--- src/rtl/uart_mmio_pkg.sv ---
// rtl/uart_mmio_pkg.sv - shared types and lane helper for the UART MMIO sequencer
package uart_mmio_pkg;

    localparam int BYTES_PER_WORD = 4;

    typedef logic [1:0] lane_t;

    typedef enum logic [2:0] {
        IDLE,
        RX_WAIT,
        RX_POP,
        RX_GAP,
        TX_PUSH,
        DONE
    } state_t;

    // Byte lane of the current transfer: a word walks lanes 0..3 while cnt counts 3..0,
    // a single byte always uses lane 0.
    function automatic lane_t lane_of(input logic word, input lane_t cnt);
        lane_t last_lane;
        last_lane = lane_t'(BYTES_PER_WORD - 1);
        return word ? lane_t'(last_lane - cnt) : lane_t'(0);
    endfunction

endpackage

--- src/rtl/uart_word_lane.sv ---
// rtl/uart_word_lane.sv - little-endian byte insert/extract and the load result register
module uart_word_lane
    import uart_mmio_pkg::*;
(
    input  logic        clk,
    input  logic        rst,
    input  logic        i_clr,
    input  logic        i_wr,
    input  lane_t       i_lane,
    input  logic [7:0]  i_byte,
    input  logic [31:0] i_wdata,
    output logic [7:0]  o_byte,
    output logic [31:0] o_rdata
);

    logic [31:0] r_rdata;

    // Store path: pick the byte of the latched store word for the current lane
    assign o_byte  = i_wdata[{i_lane, 3'b000} +: 8];
    assign o_rdata = r_rdata;

    // Load path: clear on accept so unfilled lanes read as zero, then drop each popped byte into its lane
    always_ff @(posedge clk or posedge rst) begin
        if (rst) begin
            r_rdata <= 32'h0;
        end else if (i_clr) begin
            r_rdata <= 32'h0;
        end else if (i_wr) begin
            r_rdata[{i_lane, 3'b000} +: 8] <= i_byte;
        end
    end

endmodule

--- src/rtl/uart_mmio_ctrl.sv ---
// rtl/uart_mmio_ctrl.sv - CPU load/store to UART FIFO sequencer (optional RX timeout: UART_MMIO_RX_TIMEOUT_EN)
module uart_mmio_ctrl
    import uart_mmio_pkg::*;
#(
    parameter int unsigned          TO_W           = 24,
    parameter logic [TO_W-1:0]      TIMEOUT_CYCLES = 24'd1048576
) (
    input  logic        clk,
    input  logic        rst,
    input  logic        req,
    input  logic        we,
    input  logic        word,
    input  logic [31:0] wdata,
    output logic [31:0] rdata,
    output logic        stall,
    output logic        done,
    output logic        err,
    output logic        rx_rd_en,
    input  logic [7:0]  rx_rd_d,
    input  logic        rx_empty,
    output logic        tx_wr_en,
    output logic [7:0]  tx_wr_d,
    input  logic        tx_full
);

    state_t      r_state;
    lane_t       r_cnt;
    logic        r_word;
    logic [31:0] r_wdata;
    logic        r_done;
    logic        r_rx_rd_en;

    lane_t       w_lane;
    logic        w_accept;
    logic        w_capture;
    logic        w_tx_wr_en;
    logic [7:0]  w_tx_byte;

    assign w_lane     = lane_of(r_word, r_cnt);
    assign w_accept   = (r_state == IDLE) && req;
    assign w_capture  = (r_state == RX_POP);
    // TX push is decided in the same cycle as the registered full flag so pushes can run back-to-back
    assign w_tx_wr_en = (r_state == TX_PUSH) && !tx_full;

    assign stall    = req && (r_state != DONE);
    assign done     = r_done;
    assign rx_rd_en = r_rx_rd_en;
    assign tx_wr_en = w_tx_wr_en;
    assign tx_wr_d  = w_tx_wr_en ? w_tx_byte : 8'h00;

    uart_word_lane u_lane (
        .clk     (clk),
        .rst     (rst),
        .i_clr   (w_accept),
        .i_wr    (w_capture),
        .i_lane  (w_lane),
        .i_byte  (rx_rd_d),
        .i_wdata (r_wdata),
        .o_byte  (w_tx_byte),
        .o_rdata (rdata)
    );

`ifdef UART_MMIO_RX_TIMEOUT_EN
    logic [TO_W-1:0] r_to_cnt;
    logic            r_err;
    assign err = r_err;
`else
    logic w_unused_to;
    assign w_unused_to = ^TIMEOUT_CYCLES;
    assign err = 1'b0;
`endif

    // Request sequencer: one byte or four byte transfers, done pulse and pop strobe registered
    always_ff @(posedge clk or posedge rst) begin
        if (rst) begin
            r_state    <= IDLE;
            r_cnt      <= '0;
            r_word     <= 1'b0;
            r_wdata    <= 32'h0;
            r_done     <= 1'b0;
            r_rx_rd_en <= 1'b0;
`ifdef UART_MMIO_RX_TIMEOUT_EN
            r_to_cnt   <= '0;
            r_err      <= 1'b0;
`endif
        end else begin
            r_done     <= 1'b0;
            r_rx_rd_en <= 1'b0;
            case (r_state)
                IDLE: begin
                    if (req) begin
                        r_word  <= word;
                        r_wdata <= wdata;
                        r_cnt   <= word ? lane_t'(BYTES_PER_WORD - 1) : lane_t'(0);
                        r_state <= we ? TX_PUSH : RX_WAIT;
`ifdef UART_MMIO_RX_TIMEOUT_EN
                        r_to_cnt <= '0;
                        r_err    <= 1'b0;
`endif
                    end
                end
                RX_WAIT: begin
                    if (!rx_empty) begin
                        r_state    <= RX_POP;
                        r_rx_rd_en <= 1'b1;
                    end
`ifdef UART_MMIO_RX_TIMEOUT_EN
                    else if (r_to_cnt == TIMEOUT_CYCLES - TO_W'(1)) begin
                        r_state <= DONE;
                        r_done  <= 1'b1;
                        r_err   <= 1'b1;
                    end else begin
                        r_to_cnt <= r_to_cnt + TO_W'(1);
                    end
`endif
                end
                RX_POP: begin
                    r_state <= RX_GAP;
                end
                RX_GAP: begin
                    if (r_cnt == '0) begin
                        r_state <= DONE;
                        r_done  <= 1'b1;
                    end else begin
                        r_cnt   <= r_cnt - 1'b1;
                        r_state <= RX_WAIT;
`ifdef UART_MMIO_RX_TIMEOUT_EN
                        r_to_cnt <= '0;
`endif
                    end
                end
                TX_PUSH: begin
                    if (!tx_full) begin
                        if (r_cnt == '0) begin
                            r_state <= DONE;
                            r_done  <= 1'b1;
                        end else begin
                            r_cnt <= r_cnt - 1'b1;
                        end
                    end
                end
                DONE: begin
                    r_state <= IDLE;
                end
                default: begin
                    r_state <= IDLE;
                end
            endcase
        end
    end

endmodule

--- config.mk ---
export PLATFORM = sky130hd
export DESIGN_NAME = uart_mmio_ctrl
export DESIGN_NICKNAME = d
export VERILOG_FILES = /design/src/rtl/uart_mmio_pkg.sv /design/src/rtl/uart_word_lane.sv /design/src/rtl/uart_mmio_ctrl.sv
export SDC_FILE = /design/constraint.sdc
export NUM_CORES = 1
export LEC_CHECK = 0
export CAP_MARGIN = 20
export CORE_AREA = 2 2 101 93
export CTS_CLUSTER_SIZE = 24
export DETAILED_ROUTE_END_ITERATION = 7
export DIE_AREA = 0 0 103 95
export MAX_ROUTING_LAYER = met4
export PLACE_DENSITY = 0.72
export SYNTH_ARGS = -nofsm -noshare
export SYNTH_HDL_FRONTEND = slang
export SYNTH_HIERARCHICAL = 1
export SYNTH_SLANG_ARGS = --single-unit
--- constraint.sdc ---
create_clock -name clk -period 5.4 [get_ports clk]
set_input_delay 1.08 -clock clk [delete_from_list [all_inputs] [get_ports clk]]
set_output_delay 1.08 -clock clk [all_outputs]
set_load 0.05 [all_outputs]
* After elaboration in Yosys (flattened, before gate mapping)
Cells that the tools add are included.
Storage, ports and cells: register bits after elaboration 72
Operators by class: eq/ne operators 9, reduce and logical (&&, ||, !) cells 11, $add $sub $neg 3, multiplexer cells 22, shift operators 3
Operators by type and width (number):
- 32-bit two-way mux | 2
- 32-bit bitwise mux | 1
- 8-bit by 7-bit variable shift with 32-bit output (first input constant) | 1
- 32-bit by 6-bit variable part select with 8-bit output | 1
- 8-bit by 7-bit variable part select with 32-bit output | 1
- 3-bit two-way mux | 6
- 3-bit case mux with 5 select lines | 1
- 2-bit two-way mux | 5
- 8-bit two-way mux | 1
- 5-bit negator with 7-bit output | 1
- 3-bit by 2-bit == test with 1-bit output (second input constant) | 2
- 2-bit != test (second input constant) | 3
- 2-bit case mux with 3 select lines | 1
- 1-bit two-way mux | 4
- 4-bit AND reduction | 1
- 3-bit by 1-bit == test with 1-bit output (second input constant) | 1
- 3-bit == test (second input constant) | 1
- 1-bit logical AND | 3
- 3-bit zero test | 1
- 3-bit != test (second input constant) | 1
- 3-bit AND reduction | 1
- 3-bit nonzero test | 1
- 2-bit zero test | 1
- 2-bit by 1-bit != test with 1-bit output (second input constant) | 1
- 6 further kinds | 6

* Logic depth before layout (Yosys ltp)
depth after elaboration 7, depth in mapped cells 8, gate-level depth less buffers 6

* By module
The synthesis kept the hierarchy.
By module, submodules not included:
- uart_mmio_ctrl | instances 1, cells an instance 129, area each 1773.0 um2
- uart_word_lane | instances 1, cells an instance 125, area each 1660.3 um2

* Least setup slack after synthesis
No wires, ideal clock.
kind input port to output port, from in tx_full, to out tx_wr_d[0], buffers on the path 1, path slack 2.097 ns, stages on the path 3, arrival 2.223 ns, cell sequence nor4b_2 -> buf_2 -> and2_1
Between the ends: word-level cells in the longest chain between the ends 3
RTL lines:
- start: declaration | RTL line uart_mmio_ctrl.sv:23 | input logic tx_full
- 1-bit zero test
- 1-bit logical AND | RTL line uart_mmio_ctrl.sv:43 | assign w_tx_wr_en = (r_state == TX_PUSH) && !tx_full;
- named net tx_wr_en | RTL line uart_mmio_ctrl.sv:21 | output logic tx_wr_en,
- 8-bit two-way mux | RTL line uart_mmio_ctrl.sv:49 | assign tx_wr_d = w_tx_wr_en ? w_tx_byte : 8'h00;
- end: declaration | RTL line uart_mmio_ctrl.sv:22 | output logic [7:0] tx_wr_d,
The timed path passes the listed nets, and every way through them passes these cells.

* Final worst setup path
from reg r_cnt[0], to out tx_wr_d[7]
Between the ends: word-level cells in the longest chain between the ends 4
RTL lines:
- start: declaration | RTL line uart_mmio_ctrl.sv:27 | lane_t r_cnt;
- start signal: assignment | RTL line uart_mmio_ctrl.sv:94 | r_cnt <= word ? lane_t'(BYTES_PER_WORD - 1) : lane_t'(0);
- start signal: assignment | RTL line uart_mmio_ctrl.sv:125 | r_cnt <= r_cnt - 1'b1;
- start signal: assignment | RTL line uart_mmio_ctrl.sv:138 | r_cnt <= r_cnt - 1'b1;
- 2-bit subtractor | RTL line uart_mmio_pkg.sv:22 | return word ? lane_t'(last_lane - cnt) : lane_t'(0);
- 2-bit two-way mux | RTL line uart_mmio_pkg.sv:22
- named net w_lane[0] | RTL line uart_mmio_ctrl.sv:33 | lane_t w_lane;
- 32-bit by 6-bit variable part select with 8-bit output | RTL line uart_word_lane.sv:19 | assign o_byte = i_wdata[{i_lane, 3'b000} +: 8];
- named net w_tx_byte[7] | RTL line uart_mmio_ctrl.sv:37 | logic [7:0] w_tx_byte;
- 8-bit two-way mux | RTL line uart_mmio_ctrl.sv:49
The timed path passes the listed nets, and every way through them passes these cells.

==> out/results.tsv <==
metric	value	unit
layout_commonest_cell	clkdlybuf4s50_1	
power.total	2.33	mW
fin_crit	4050	ps
power_leakage	1.89	nW
final-setup-viol-count	0	
slew_headroom	30.1	%
synthMuxAreaShare	16.4	%
drive_above_1_share	21.4	%
synth-edff-count	0	
crit_path_top_delay_cell	nor2b_2	
endpoint_kind	output pin	
slew_violations	0	
core_area	8840	sq um
grt_pass1_vias	2355	
die_h	95	microns
avgSynthCellArea	13.5	sq um
arrival	2970	ps
firstDrtPassIters	4	
die_x	103	microns
r2r_slack	2680	ps
vias	2348	
cts_buffers	9	
gp_congestion	0.792	
syn_to_final_growth	35.3	%
cts_max_level	3	
seq_area_frac_synth	52.5	%
postCtsResizedCells	0	
whs	498	ps
async_flop_share	100	%
grt_max_degree	41	
ctsHoldBuffers	0	
io_pins	92	
synth-compound-area-share	13.5	%
clock_skew	5.58	ps
place_inst	452	
antenna_found_initial	0	
final.setup.tns	0	ps
ant_nets	0	
fin_nets	395	
grt.total_usage	17.0	%
viasPerCell	5.02	
synth-xor-area-share	0	%
n_antenna_cell	0	
final_cell_mix	clkdlybuf4s50_1 (90), dfrtp_1 (72), mux2_2 (32)	
cp.required	4320	ps
worst_slew_pin_slew	1050	ps
cts.clk_slew.worst_paths	80	ps
crit_chain	nor2b_2 -> mux4_2 -> and2_1 -> clkdlybuf4s50_1	
final_cells	468	
syn-num-nets	308	
p_per_area	501	nW/um^2
rsz0062_at_grt	no	
clk_latency	340	ps
yosys.area_share.simple	9.84	%
peakVddDrop	0.209	mV
cap_violations	0	
wl_per_cell	16.0	microns
cts_tree	done	
routed_wirelength	7480	microns
root_buffer	clkbuf_8	
start_util	38.9	%
post-route-util	52.6	%
path_max_fanout	16	
finalHoldViolCount	0	
overflow	0	
worstHoldPathType	flip-flop to flip-flop	
n_fill_cell	775	
synthDistinctLibCells	38	
dieArea	9790	sq um
cts_sinks	72	
yosysWarnings	6	
status	completed	
post-route-period-util	75.1	%
path_class	flip-flop to output pin	
io_buffers	90	
drtIter0Drc	71	
route.detailed.drc	0	
syn-instance-count	254	
cts.path.max_buffers	2	
synth_ff_type	dfrtp_1	
synth_fa_ha_area_share	2.55	%
cts_setup_buffers	0	
max_freq	247	MHz
num_rows	33	
synth_top_family_by_area	multiplexers	
synth_seq_cells	72	
grt_pass1_wl	12000	microns
dp_hpwl	5450	microns
startpoint_type	flip-flop	
critPathMaxStageDelay	750	ps
synth_area	3430	sq um
-- report_power, final --
part	internal [mW]	switching, mW
combinational	0.466	0.513
clock	0.307	0.204
sequential	0.717	0.122
-- registers in the layout, summed over array words and instances (netlist names) --
register,count
r_word,1
r_cnt,2
r_state,3
done,1
r_wdata,32
u_lane/o_rdata,32
rx_rd_en,1
-- through the flow --
step | setup WS [ps] | area [sq um]
6_report | 1350 | 4650
5_1_grt | 1160 | 4650
4_1_cts | 1260 | 4650
3_5_place_dp | 1420 | 4400
3_3_place_gp | 1440 | 4400
2_1_floorplan | 2100 | 3430
-- cell usage after synthesis, types with 2 or more instances --
cell / instances / area share (%)
dfrtp_1: 72 / 52
mux2_2: 32 / 10
a32o_1: 23 / 6.7
and2_1: 16 / 2.9
inv_1: 16 / 1.7
nand2_1: 12 / 1.3
mux4_2: 8 / 5.2
o32ai_2: 8 / 3.8
ha_1: 7 / 2.6
a21oi_1: 6 / 0.87
nor2_1: 5 / 0.55
nor2b_1: 5 / 0.91
buf_1: 4 / 0.44
buf_2: 4 / 0.58
buf_4: 4 / 0.87
buf_6: 4 / 1.3
nand2b_1: 3 / 0.55
clkbuf_1: 2 / 0.22
nor3b_1: 2 / 0.44
nor4bb_1: 2 / 0.58
or3b_1: 2 / 0.51
-- logic make-up (layout without fill, tap and decap cells) --
family	count (synthesis)	count (layout)
flops	72	72
compound gates	45	45
simple gates	53	53
other cells	1	1
buf+inv	34	126
mux	42	42
fa+ha+maj	7	7
-- layout make-up --
type                       count  area, sq um  share of cell area, %
sequential                    72         1800                   38.8
multi-input combinational    148         1460                   31.3
timing repair buffer          94          931                   20.0
tap                          122          153                   3.29
clock buffer                   9          124                   2.67
clock inverter                 7          120                   2.59
inverter                      16         60.1                   1.29
-- worst paths after layout --
kind | from | end | depth (start not counted)
max in group asynchronous | rst | r_wdata[5]$_DFFE_PP0P_ | 3
min in group asynchronous | rst | u_lane/o_rdata[23]$_DFFE_PP0P_ | 3
setup reg to reg | r_cnt[1]$_DFFE_PP0P_ | u_lane/o_rdata[14]$_DFFE_PP0P_ | 5
hold / removal | r_wdata[29]$_DFFE_PP0P_ | r_wdata[29]$_DFFE_PP0P_ | 1
setup / recovery | r_cnt[0]$_DFFE_PP0P_ | tx_wr_d[7] | 4
hold reg to reg | r_wdata[29]$_DFFE_PP0P_ | r_wdata[29]$_DFFE_PP0P_ | 1
-- worst max-delay path: cells and delay by family (launching register included) --
kind | cells | cell delay, ps
DFF | 1 | 420
muxes | 1 | 620
buffers and inverters | 1 | 690
and+or+nand+nor | 2 | 900
-- layer usage --
layer / routed length (microns) / GRT usage (%) / share of wire (%)
met5: 0 / - / 0
met4: 184 / 8.88 / 2.5
met3: 232 / 3.03 / 3.1
met2: 3760 / 25.3 / 50
met1: 3300 / 22.4 / 44
Note: power is estimated with default switching activity, not from simulation.
